### config.mk
export PLATFORM = sky130hd
export DESIGN_NAME = mips32_prog_loader
export DESIGN_NICKNAME = d
export VERILOG_FILES = /design/src/rtl/mips32_prog_loader.sv
export SDC_FILE = /design/constraint.sdc
export NUM_CORES = 1
export LEC_CHECK = 0
export ABC_CLOCK_PERIOD_IN_PS = 2850
export BUFFER_PORTS_ARGS = -buffer_cell sky130_fd_sc_hd__buf_2
export CAP_MARGIN = 0
export CORE_ASPECT_RATIO = 1.5
export CORE_UTILIZATION = 59
export CTS_CLUSTER_SIZE = 16
export DETAILED_ROUTE_END_ITERATION = 10
export PLACE_DENSITY = 0.91
export SYNTH_ARGS = -nofsm -noshare
export SYNTH_HDL_FRONTEND = slang
export SYNTH_SLANG_ARGS = --single-unit
### constraint.sdc
create_clock -name clk1 -period 2.85 [get_ports clk1]
set_input_delay 0.4275 -clock clk1 [delete_from_list [all_inputs] [get_ports clk1]]
set_output_delay 0.4275 -clock clk1 [all_outputs]
set_load 0.02 [all_outputs]
### src/rtl/mips32_prog_loader.sv
// Framed byte-stream loader for the pipe_MIPS32 instruction/data memory.
// Assembles big-endian words, writes them to Mem, then releases the CPU at the frame start PC.
module mips32_prog_loader #(
    parameter int ADDR_W = 10,
    parameter int DATA_W = 32
) (
    input  logic              clk1,
    input  logic              rst_n,
    input  logic              in_valid,
    output logic              in_ready,
    input  logic [7:0]        in_data,
    input  logic              start,
    output logic              mem_we,
    output logic [ADDR_W-1:0] mem_addr,
    output logic [DATA_W-1:0] mem_wdata,
    output logic              cpu_hold,
    output logic              pc_load,
    output logic [ADDR_W-1:0] pc_value,
    output logic              done,
    output logic              err,
    output logic [2:0]        dbg_state
);

    // Handshake: a byte transfers on a rising edge where in_valid & in_ready and start is low;
    // in_ready is registered, so it is stable for the whole cycle and never depends on in_valid.
    localparam logic [2:0] S_HDR  = 3'd0;
    localparam logic [2:0] S_DATA = 3'd1;
    localparam logic [2:0] S_CSUM = 3'd2;
    localparam logic [2:0] S_DONE = 3'd3;
    localparam logic [2:0] S_ERR  = 3'd4;

    logic [2:0]        state_q, state_d;
    logic              in_ready_q, in_ready_d;
    logic [1:0]        byte_cnt_q, byte_cnt_d;
    logic [15:0]       addr_q, addr_d;
    logic [15:0]       cnt_q, cnt_d;
    logic [15:0]       word_idx_q, word_idx_d;
    logic [7:0]        csum_q, csum_d;
    logic [23:0]       shift_q, shift_d;
    logic              mem_we_q, mem_we_d;
    logic [ADDR_W-1:0] mem_addr_q, mem_addr_d;
    logic [DATA_W-1:0] mem_wdata_q, mem_wdata_d;
    logic              cpu_hold_q, cpu_hold_d;
    logic              pc_load_q, pc_load_d;
    logic [ADDR_W-1:0] pc_value_q, pc_value_d;
    logic              done_q, done_d;
    logic              err_q, err_d;
    logic              accept;
    logic [15:0]       word_idx_inc;

    assign accept       = in_valid & in_ready_q & ~start;
    assign word_idx_inc = word_idx_q + 16'd1;

    always_comb begin
        state_d     = state_q;
        byte_cnt_d  = byte_cnt_q;
        addr_d      = addr_q;
        cnt_d       = cnt_q;
        word_idx_d  = word_idx_q;
        csum_d      = csum_q;
        shift_d     = shift_q;
        mem_we_d    = 1'b0;
        mem_addr_d  = mem_addr_q;
        mem_wdata_d = mem_wdata_q;
        cpu_hold_d  = cpu_hold_q;
        pc_load_d   = 1'b0;
        pc_value_d  = pc_value_q;
        done_d      = done_q;
        err_d       = err_q;

        if (accept) begin
            csum_d = csum_q ^ in_data;
            case (state_q)
                S_HDR: begin
                    byte_cnt_d = byte_cnt_q + 2'd1;
                    case (byte_cnt_q)
                        2'd0: addr_d[15:8] = in_data;
                        2'd1: addr_d[7:0]  = in_data;
                        2'd2: cnt_d[15:8]  = in_data;
                        default: begin
                            cnt_d[7:0] = in_data;
                            state_d    = ({cnt_q[15:8], in_data} == 16'd0) ? S_CSUM : S_DATA;
                        end
                    endcase
                end
                S_DATA: begin
                    byte_cnt_d = byte_cnt_q + 2'd1;
                    shift_d    = {shift_q[15:0], in_data};
                    if (byte_cnt_q == 2'd3) begin
                        // Word address wraps naturally at the Mem depth.
                        mem_we_d    = 1'b1;
                        mem_addr_d  = addr_q[ADDR_W-1:0] + word_idx_q[ADDR_W-1:0];
                        mem_wdata_d = {shift_q, in_data};
                        word_idx_d  = word_idx_inc;
                        if (word_idx_inc == cnt_q) begin
                            state_d = S_CSUM;
                        end
                    end
                end
                S_CSUM: begin
                    if (in_data == csum_q) begin
                        state_d    = S_DONE;
                        pc_load_d  = 1'b1;
                        pc_value_d = addr_q[ADDR_W-1:0];
                        done_d     = 1'b1;
                    end else begin
                        state_d = S_ERR;
                        err_d   = 1'b1;
                    end
                end
                default: ;
            endcase
        end

        // The CPU is released one cycle after the PC has been loaded.
        if (pc_load_q) begin
            cpu_hold_d = 1'b0;
        end

        if (start) begin
            state_d    = S_HDR;
            byte_cnt_d = 2'd0;
            addr_d     = 16'd0;
            cnt_d      = 16'd0;
            word_idx_d = 16'd0;
            csum_d     = 8'd0;
            shift_d    = 24'd0;
            mem_we_d   = 1'b0;
            pc_load_d  = 1'b0;
            done_d     = 1'b0;
            err_d      = 1'b0;
            cpu_hold_d = 1'b1;
        end

        in_ready_d = ~start & ((state_d == S_HDR) | (state_d == S_DATA) | (state_d == S_CSUM));
    end

    always_ff @(posedge clk1 or negedge rst_n) begin
        if (!rst_n) begin
            state_q     <= S_HDR;
            in_ready_q  <= 1'b0;
            byte_cnt_q  <= 2'd0;
            addr_q      <= 16'd0;
            cnt_q       <= 16'd0;
            word_idx_q  <= 16'd0;
            csum_q      <= 8'd0;
            shift_q     <= 24'd0;
            mem_we_q    <= 1'b0;
            mem_addr_q  <= '0;
            mem_wdata_q <= '0;
            cpu_hold_q  <= 1'b1;
            pc_load_q   <= 1'b0;
            pc_value_q  <= '0;
            done_q      <= 1'b0;
            err_q       <= 1'b0;
        end else begin
            state_q     <= state_d;
            in_ready_q  <= in_ready_d;
            byte_cnt_q  <= byte_cnt_d;
            addr_q      <= addr_d;
            cnt_q       <= cnt_d;
            word_idx_q  <= word_idx_d;
            csum_q      <= csum_d;
            shift_q     <= shift_d;
            mem_we_q    <= mem_we_d;
            mem_addr_q  <= mem_addr_d;
            mem_wdata_q <= mem_wdata_d;
            cpu_hold_q  <= cpu_hold_d;
            pc_load_q   <= pc_load_d;
            pc_value_q  <= pc_value_d;
            done_q      <= done_d;
            err_q       <= err_d;
        end
    end

    assign in_ready  = in_ready_q;
    assign mem_we    = mem_we_q;
    assign mem_addr  = mem_addr_q;
    assign mem_wdata = mem_wdata_q;
    assign cpu_hold  = cpu_hold_q;
    assign pc_load   = pc_load_q;
    assign pc_value  = pc_value_q;
    assign done      = done_q;
    assign err       = err_q;
    assign dbg_state = state_q;

endmodule

# Word level (Yosys, flattened, before mapping)
# Cells that the tools add are included.
# classes
add_sub_neg	3
bitwise_logic	7
mux	48
n_eq_ne	11
n_reduce_logical	28
# op_table
operator	count
$mux 16	7
$mux 24	3
$mux 8	5
$mux 10	3
$reduce_and 3->1	9
$reduce_bool 2->1	11
$mux 1	18
$mux 3	6
$add 16x1->16 const B	1
$eq 16x16->1	1
$logic_not 16->1	1
$add 10x10->10	1
$mux 2	5
$pmux 3 s3	1
$eq 8x8->1	1
$xor 8x8->8	1
$eq 3x1->1 const B	2
$eq 3x2->1 const B	2
$logic_not 3->1	2
$eq 2x2->1 const B	2
$reduce_and 2->1	2
$and 1x1->1	3
$reduce_or 3->1	1
$add 2x1->2 const B	1
7 further kinds	8
# word_totals
ff_bits	137
input_bits	12
out_inout_bits	61

# Longest topological paths before layout
# Gate-level depths: netlist of run 1.
# depth
word_depth	11
ltp_mapped	11
mapped_depth_nobuf	11

# Worst setup path before layout of run 1
# Ideal clock, no wire load.
# synth_path
path_type	reg-to-reg
startpoint	register word_idx_q[0]
endpoint	register state_q[0], in the netlist dbg_state[0]
setup_ns	0.119
path_buffers	1
period_less_slack_ns	2.542
stages_incl_launch_ff	11
path_slack_ns	0.308
arrival_time_ns	2.423
path_cell_list	dfrtp_1 ha_1 nand3_1 buf_2 nand2_1 nand2_1 a32oi_1 mux2_1 or4_4 a31o_1 and2_1
# synth_via
elab_chain_len	7
# synth_lines
element	line_no	source
start, declared	37	logic [15:0] word_idx_q, word_idx_d;
start signal, assigned	162	word_idx_q <= word_idx_d;
$add 16x1->16	52	assign word_idx_inc = word_idx_q + 16'd1;
$eq 16x16->1	95	if (word_idx_inc == cnt_q) begin
$mux 3	95	
$mux 3	89	if (byte_cnt_q == 2'd3) begin
$pmux 3 s3	73	case (state_q)
$mux 3	71	if (accept) begin
$mux 3	120	if (start) begin
via state_d[0]	32	logic [2:0] state_q, state_d;
end signal, assigned	157	state_q <= state_d;
end, declared	32	
# The timed path passes the listed nets, and every way through them passes these cells.
# A chain may end at the register's enable or synchronous reset.

# Worst setup path after layout of run 1
# Same ends and word-level chain as after synthesis.

==> results of run 1 <==
layout by cell type (no fill, tap or decap), types with 3 or more instances in the layout:
cell type	n
sky130_fd_sc_hd__nor3b_1	3
sky130_fd_sc_hd__a21oi_1	47
sky130_fd_sc_hd__ha_1	14
sky130_fd_sc_hd__nor2b_1	10
sky130_fd_sc_hd__nor3_1	8
sky130_fd_sc_hd__dfrtp_1	136
sky130_fd_sc_hd__inv_1	13
sky130_fd_sc_hd__buf_12	3
sky130_fd_sc_hd__nand3_1	13
sky130_fd_sc_hd__clkinv_2	3
sky130_fd_sc_hd__xor2_1	23
sky130_fd_sc_hd__o21ai_0	35
sky130_fd_sc_hd__nand2_1	183
sky130_fd_sc_hd__buf_4	18
sky130_fd_sc_hd__a31oi_1	3
sky130_fd_sc_hd__and2_1	3
sky130_fd_sc_hd__o31ai_1	6
sky130_fd_sc_hd__clkbuf_16	17
sky130_fd_sc_hd__clkinvlp_4	3
sky130_fd_sc_hd__nand2b_1	4
sky130_fd_sc_hd__nor2_1	39
sky130_fd_sc_hd__and3_1	5
sky130_fd_sc_hd__mux2_2	34
sky130_fd_sc_hd__o41ai_1	4
sky130_fd_sc_hd__nand4_1	8
sky130_fd_sc_hd__xnor2_1	24
sky130_fd_sc_hd__nor4_1	6
sky130_fd_sc_hd__buf_2	71
sky130_fd_sc_hd__inv_6	4
flip-flops by register name, indices dropped and copies added (netlist names), 2 cells and up:
register,flops
addr_q,10
byte_cnt_q,2
cnt_q,16
csum_q,8
dbg_state,3
mem_addr,10
mem_wdata,32
pc_value,10
shift_q,24
word_idx_q,16
per-layer routing:
| metal | vias up | wire length, um | track usage, % |
|---|---|---|---|
| met1 | 2619 | 6140 | 35.8 |
| met4 | 0 | 959 | 20.0 |
| met5 | - | 0 | 0 |
| li1 | 2477 | - | - |
| met2 | 238 | 8600 | 51.8 |
| met3 | 72 | 953 | 7.10 |
power groups by stage:
stage	combinational, uW	sequential [uW]	clock [uW]
floorplan	187	2070	0
global placement	281	2090	0
detailed placement	296	2090	0
CTS	301	2060	2050
global route	332	2060	2150
finish	301	2060	2040
cells by family after synthesis:
kind of cell	share of synthesized area, %
xor gates and xnor gates	6.49
adders and majority gates	2.96
and+or+nand+nor	19.3
buffers and inverters	3.21
AOI/OAI and AO/OA	9.87
DFF	52.0
muxes	6.13
worst min-delay path by stage:
stage | depth (start not counted) | endpoint | from | slack, ns
2_1_floorplan | 0 | addr_q[0]$_DFFE_PN0P_ | rst_n | 0.13
3_3_place_gp | 1 | cpu_hold$_DFFE_PN1P_ | pc_load$_DFF_PN0_ | 0.40
3_5_place_dp | 1 | cpu_hold$_DFFE_PN1P_ | pc_load$_DFF_PN0_ | 0.42
4_1_cts | 2 | addr_q[9]$_DFFE_PN0P_ | rst_n | 0.16
5_1_grt | 2 | addr_q[9]$_DFFE_PN0P_ | rst_n | 0.17
6_report | 2 | addr_q[9]$_DFFE_PN0P_ | rst_n | 0.1
per-stage QoR:
stage          util, %  setup WS (ns)
3_3_place_gp      67.0          0.247
3_5_place_dp      67.0          0.142
6_report          72.1          0.121
5_1_grt           72.1        0.00542
4_1_cts           72.1          0.146
2_1_floorplan        -          0.308
critical path, stage by stage (launching register included):
cell and delay (ns):
sky130_fd_sc_hd__dfrtp_1 0.37, sky130_fd_sc_hd__ha_1 0.26, sky130_fd_sc_hd__nand3_1 0.15, sky130_fd_sc_hd__buf_12 0.18, sky130_fd_sc_hd__xnor2_1 0.12, sky130_fd_sc_hd__or3_1 0.30, sky130_fd_sc_hd__a21oi_1 0.16, sky130_fd_sc_hd__o32ai_1 0.14
sky130_fd_sc_hd__or4_4 0.56, sky130_fd_sc_hd__a31o_1 0.24, sky130_fd_sc_hd__and2_1 0.15
area by class of cell:
cell class / count / area [sq um] / area share, %
clock buffer: 19 / 453 / 5.87
tap: 144 / 180 / 2.34
sequential: 137 / 3430 / 44.5
inverter: 14 / 52.6 / 0.681
multi-input combinational: 504 / 2960 / 38.3
clock inverter: 12 / 92.6 / 1.20
timing repair buffer: 92 / 551 / 7.14
==> run summary, run 1 <==
After synthesis the netlist holds a flip-flop and latch count of 137. The synthesized design contains 0 enable-type register cells. After detailed routing, the total wire length is 16,600 um. In this run the worst hold path is classified as input port to asynchronous set/reset pin. The synthesized design spends more area on one cell type than any other, namely sky130_fd_sc_hd__dfrtp_1.

The die is 88.3 um wide. After synthesis, the largest area contributor takes up 51.6% of total cell area. The proportion of layout cells with a drive suffix above 1 works out to 21.1%. Max-cap violations in this run came to 0. Counting along the longest clock path gives a buffer depth of 2. The switching part of the total is 25.6%. The filler cells instantiated in the layout total 764. The mean post-synth cell area works out to 9.50 sq um.

The maximum number of pins on one net before global-route repair was 138; the clock network fraction of design power was 46.4%. The combinational group share of total power is 6.8%. The tools report the end of the critical path as dbg_state[0]$_DFF_PN0_. The number of antenna diodes in the final layout is 0.

The slew at the pin with the worst max-slew slack came out at 0.797 ns. The tools report the clock root buffer as sky130_fd_sc_hd__clkbuf_16. The logs give 46 for the floorplan row count and 52.0% for the register area share after synthesis. Hold timing on the final database bottoms out at a slack of 0.0950 ns.

Of all nets on the critical path, the largest fanout is 14. The run gives 793 as the final net count. Across the VDD grid, the largest voltage drop is 0.000521 V. At the worst endpoint, the required time is 3.16 ns. The worst setup path is launched from a flop. The final sum of negative setup slack is 0 ns, and the layout-stage area growth over the synthesis result is 17.0%.

In the synthesized netlist the async set-or-reset flop fraction comes to 100%. The number of nets in the synthesized netlist is 721. In the routed design, unresolved DRC markers number 0. After routing the design area is 7710 sq um. Per report_power, the sequential group accounts for 46.8% of the total. Once the clock tree was built, the resizer swapped 0 gates to a different size. For this configuration, the core starts out at a cell density of 61.6%. Time the worst path needs with I/O delays and setup: 2.73 ns. The run gives 4 as the maximum level of the CTS H-tree.

Number of pins exceeding their max-slew limit in the final report: 0. The sum of overflow across all layers after global routing is 0. Worst flop-to-flop path startpoint: word_idx_q[0]$_DFFE_PN0P_.

TritonCTS built the clock tree. The internal power of the cells totals 3280 uW. For the worst flop-to-flop path, the logic depth is 10. For this run, the total global-route usage over all layers was measured as 31.4%.

The count of cells in the finished layout, fillers not included, comes to 922. Setup repair after global routing left no endpoint under its margin. STA classifies the critical path endpoint as a flop.

The run finished with clean final reports. The leading cell type by number of instances after synthesis was sky130_fd_sc_hd__nand2_1. The tools report the gate count of the mapped netlist as 694.

The per-cell routed wire length was 18.1 um. The Yosys step of the flow raised 0 warnings. Data arrives at the worst endpoint at 3.04 ns. After clock tree synthesis, the clock-pin slew on the worst setup and hold paths is 0.06 ns. Setup violations remaining at the end of the flow were counted as 0. In the synthesized netlist the dominant register cell turns out to be sky130_fd_sc_hd__dfrtp_1. After floorplanning, the core was sized to cover 10,700 sq um. The logs give 7170 sq um for the instance area after placement and 891 for the total instance count after detailed placement.

For the overall via count from detail_route, the log shows 5,406. The power density relative to cell area was 571 nW/um^2; the clock sink count was 137. The run gives 0.42 ns as the clock insertion delay at the later pin of the skew report. The classification of the worst setup path was flop to flop. For the via count of the first global-routing pass, the log shows 5,640.

For the number of buffers inserted during clock tree synthesis, the log shows 17. The worst register-to-register path has a setup slack of 0.12 ns. The origin of the worst setup path is word_idx_q[0]$_DFFE_PN0P_. After synthesis, the most frequently instantiated cells are sky130_fd_sc_hd__nand2_1, sky130_fd_sc_hd__dfrtp_1, sky130_fd_sc_hd__a21oi_1.

In this run, the number of DRC markers left after iteration 0 of detailed routing was 343. Detailed placement finished with a half-perimeter wire length of 11,200 um. The post-CTS repair timing setup buffer count is 0. The number of search-and-repair iterations in the first detailed-routing pass was 5; the count of input and output buffers was 72. Measured against its own limit, the worst slew margin works out to 46.8%. The first global-routing pass estimated 27,600 um of wire. After detailed routing, the number of vias per cell comes to 5.86. The count of hold buffers inserted by post-cts repair came out at 0. The final weighted congestion of routability-driven global placement is 0.883, and the leakage power total is 0.00389 uW. Ranked by total cell area, the synthesized netlist is headed by sky130_fd_sc_hd__dfrtp_1, sky130_fd_sc_hd__nand2_1, sky130_fd_sc_hd__mux2_2.

The final clock period utilization by the worst path works out to 95.7%. The count of cell types in the netlist was 54. The tools report the maximum clock frequency as 366 MHz.

The endpoint identified for the worst register-to-register timing path is dbg_state[0]$_DFF_PN0_. Total power: 4400 uW. The count of nets left with antenna violations once routing finished came out at 0. The die covers 11,600 sq um. The tools report the number of ports placed on the die boundary as 73.

The die outline height is 131 um. Cell area after technology mapping: 6590 sq um. The final hold violation count came out at 0. The run gives 0 as the number of antenna violations at the first check in global routing.

Across the routed clock network, the largest skew measured is 0.00589 ns. The power spent charging and discharging nets is 1130 uW.
(Power assumes the default switching activity.)
==> run 2, diff against run 1 <==
- ABC_CLOCK_PERIOD_IN_PS: 2850 -> 3400
- CORE_UTILIZATION: 59 -> 63
- PLACE_DENSITY: 0.91 -> 0.95
- clock period: 2.85 -> 3.4 ns (I/O delays scaled with it)
==> run 2 against run 1 <==
Net effect:
- maximum frequency is 11% lower
- critical path type unchanged
- clock power down 2%
- worst hold slack got worse by 0.014 ns
- sequential power is 16% lower
- worst setup slack better by 0.21 ns
- sequential cell count unchanged
- first-iteration DRC count rose by 34%
- clock skew up 0.0046 ns
- sequential share of layout area rose by 0.094 points
==> run summary, run 2 (same netlist as run 1, synthesis figures left out) <==
For the tightest slew margin relative to the limit, the log shows 44.8% (was 46.8%). The tools report the worst flop-to-flop path startpoint as word_idx_q[0]$_DFFE_PN0P_ (unchanged). The final cell area excluding filler cells was 7700 sq um (was 7710 sq um). The total power came out at 3980 uW (was 4400 uW).

For the via count of the first global-routing pass, the log shows 5,512 (was 5,640). For the maximum level of the CTS H-tree, the log shows 4 (unchanged). The number of search-and-repair iterations in the first detailed-routing pass is 5 (unchanged). The layout-stage area growth over the synthesis result is 16.7% (was 17.0%).

Series of cell instances along the critical path: ha_1 -> nand3_1 -> xnor2_1 -> or3_1 -> a21oi_1 -> o32ai_1 -> or4_4 -> a31o_1 -> and2_1 (was ha_1 -> nand3_1 -> buf_12 -> xnor2_1 -> or3_1 -> a21oi_1 -> o32ai_1 -> or4_4 -> a31o_1 -> and2_1). The power density relative to cell area came out at 517 nW/um^2 (was 571 nW/um^2). The post-cts repair resize count came out at 0 (unchanged). The clock root buffer was sky130_fd_sc_hd__clkbuf_16 (unchanged). The number of pins exceeding their max-slew limit in the final report came out at 0 (unchanged).

The count of cells along the worst register-to-register path is 9 (was 10). The highest-delay cell along the critical path was sky130_fd_sc_hd__or4_4 (unchanged). The logs give 0 (unchanged) for the number of antenna violations at the first check in global routing and 0.331 ns (was 0.121 ns) for the final setup slack of the worst path. The instance area after placement is 7060 sq um (was 7170 sq um). The tools report the endpoint of the worst-slack reg-to-reg timing path as dbg_state[0]$_DFF_PN0_ (unchanged). The die outline height came out at 127 um (was 131 um). Setup repair after global routing left no endpoint under its margin. The logs give 0 (unchanged) for the remaining antenna violation count and 137 (unchanged) for the clock sink count.

The run gives 0 (unchanged) as the number of setup violations in the final report. The tools report the capturing element type of the critical path as a flop (unchanged). The largest fanout on the critical path is 8 (was 14), and the number of flip-flops in the largest register is 32 (unchanged).

The number of buffers on the longest clock path is 2 (unchanged). TritonCTS built the clock tree. The number of buffers inserted during clock tree synthesis was 17 (unchanged). Share of total power in sequential cells: 43.4% (was 46.8%). The first-pass GRT wire length was 26,900 um (was 27,600 um); the initial core utilization was 65.1% (was 61.6%). The floorplan row count came out at 45 (was 46). The count of hold buffers inserted by post-cts repair was 0 (unchanged). The overall die width is 85.5 um (was 88.3 um), and the power spent charging and discharging nets is 901 uW (was 1130 uW).

For the number of maximum-capacitance constraint violations, the log shows 0 (unchanged). The sum of overflow across all layers after global routing is 0 (unchanged), and the final hold violation count is 0 (unchanged). The final clock period utilization by the worst path is 90.3% (was 95.7%), and the clock-pin slew of the registers on the worst-case setup and hold paths is 0.06 ns (about the same).

The combinational group share of total power was 6.4% (was 6.8%). The post-CTS repair timing setup buffer count is 0 (unchanged). The logs give 326 MHz (was 366 MHz) for the maximum clock frequency and 32.4% (was 31.4%) for the global routing usage summed across all routing layers. The fill cell total of the finished layout came out at 639 (was 764). The tools report the launching element type of the critical path as a flop (unchanged). The logs give 16,500 um (was 16,600 um) for the final routed wirelength across all metal layers and 0.42 ns (about the same) for the clock insertion delay at the later pin of the skew report. The slew at the pin with the worst max-slew slack was 0.827 ns (was 0.797 ns); the register-to-register setup slack was 0.33 ns (was 0.12 ns). The run gives 0 ns (unchanged) as the final sum of negative setup slack. Leading cell types in the layout, fill and taps excluded: sky130_fd_sc_hd__nand2_1, sky130_fd_sc_hd__dfrtp_1, sky130_fd_sc_hd__buf_2, sky130_fd_sc_hd__a21oi_1, sky130_fd_sc_hd__nor2_1 (unchanged).

The logs give 3080 uW (was 3280 uW) for the internal power contribution and 5,448 (was 5,406) for the overall via count from detail_route. The required time reported for the critical path endpoint is 3.71 ns (was 3.16 ns). The final weighted congestion of routability-driven global placement is 0.878 (was 0.883). The count of input and output buffers works out to 72 (unchanged).

Most common cell after layout, fill and taps aside: sky130_fd_sc_hd__nand2_1 (unchanged). The leakage power total came out at 0.00388 uW (was 0.00389 uW). The time the worst path needs with I/O delays and setup is 3.07 ns (was 2.73 ns), and the per-cell routed wire length is 18.7 um (was 18.1 um). The final net count was 785 (was 793). The proportion of layout cells with a drive suffix above 1 works out to 20.1% (was 21.1%). Final clock skew: 0.0105 ns (was 0.00589 ns).

The core area was 10,100 sq um (was 10,700 sq um); the stage delay of the slowest cell on the critical path was 0.57 ns (was 0.56 ns). The logs give 0 (unchanged) for the number of remaining DRC errors and 0 (unchanged) for the final antenna diode count. The run gives 73 (unchanged) as the number of ports placed on the die boundary.

The kind of path behind the tightest hold check is input port to asynchronous set/reset pin (unchanged). The run gives 459 (was 343) as the initial detailed-routing violation count. The vias per cell works out to 6.16 (was 5.86). The switching part of the total is 22.6% (was 25.6%).

The flow ran to the end, and the final reports show no timing, DRC or antenna violations. The run gives 0.000375 V (was 0.000521 V) as the maximum resistive drop on vdd. The maximum number of pins on one net before global-route repair came out at 95 (was 138). HPWL after detailed placement: 11,000 um (was 11,200 um). The classification of the worst setup path was flop to flop (unchanged). The data arrival at the endpoint of the critical path was 3.38 ns (was 3.04 ns); the die area was 10,900 sq um (was 11,600 sq um). The worst slack at placement is 0.454 ns (was 0.142 ns), and the clock network fraction of design power is 50.3% (was 46.4%).
==> run 2: cell count changes in the layout (fill, tap and decap cells not counted) <==
cell                         previous run  this run
sky130_fd_sc_hd__clkinvlp_4             3         2
sky130_fd_sc_hd__clkbuf_8               2         1
sky130_fd_sc_hd__buf_4                 18        11
sky130_fd_sc_hd__bufinv_16              0         5
sky130_fd_sc_hd__clkinv_2               3         1
sky130_fd_sc_hd__buf_12                 3         2
sky130_fd_sc_hd__inv_6                  4         2
sky130_fd_sc_hd__inv_8                  1         0
==> run 2: how the worst max path moves through the flow <==
stage / from / to / slack, ns
CTS: word_idx_q[0]$_DFFE_PN0P_ / dbg_state[0]$_DFF_PN0_ / 0.43
floorplan: word_idx_q[0]$_DFFE_PN0P_ / dbg_state[0]$_DFF_PN0_ / 0.86
detailed placement: word_idx_q[0]$_DFFE_PN0P_ / dbg_state[0]$_DFF_PN0_ / 0.45
global placement: word_idx_q[0]$_DFFE_PN0P_ / dbg_state[0]$_DFF_PN0_ / 0.50
finish: word_idx_q[0]$_DFFE_PN0P_ / dbg_state[0]$_DFF_PN0_ / 0.33
global route: word_idx_q[1]$_DFFE_PN0P_ / dbg_state[0]$_DFF_PN0_ / 0.24
==> run 2: layer usage <==
metal	part of all wire (%)	vias up	GRT usage (%)
li1	-	2460	-
met4	5.7	0	20.3
met5	0	-	0
met3	4.8	71	6.85
met2	51	252	55.2
met1	38	2665	37.0
==> run 2: area by class of cell <==
cell class / instances / area, sq um / share of cell area [%]
clock buffer: 18 / 439 / 5.71
sequential: 137 / 3430 / 44.6
multi-input combinational: 504 / 2960 / 38.4
timing repair buffer: 84 / 478 / 6.21
inverter: 14 / 52.6 / 0.683
tap: 117 / 146 / 1.90
clock inverter: 11 / 196 / 2.55
==> run 2: power groups by stage <==
stage | combinational [uW] | clock (uW) | sequential, uW
finish | 253 | 2000 | 1730
global route | 279 | 2090 | 1730
CTS | 252 | 2020 | 1730
detailed placement | 247 | 0 | 1750
global placement | 235 | 0 | 1750
floorplan | 156 | 0 | 1730
==> run 2: critical path, delay by kind of cell (launching register included) <==
| family | cells | cell delay, ns |
|---|---|---|
| XOR/XNOR | 1 | 0.24 |
| adder cells (fa/ha/maj) | 1 | 0.28 |
| AO/OA/AOI/OAI | 3 | 0.56 |
| flip-flops | 1 | 0.51 |
| AND/OR/NAND/NOR | 4 | 1.36 |
==> run 2: stage by stage <==
step                      hold WS [ns]  instances  util, %
after floorplan                  0.214        694        -
after global placement           0.404        856     69.7
after detailed placement         0.427        856     69.7
after CTS                       0.0992        885     76.0
after global routing             0.130        885     76.0
final                           0.0807        885     76.0
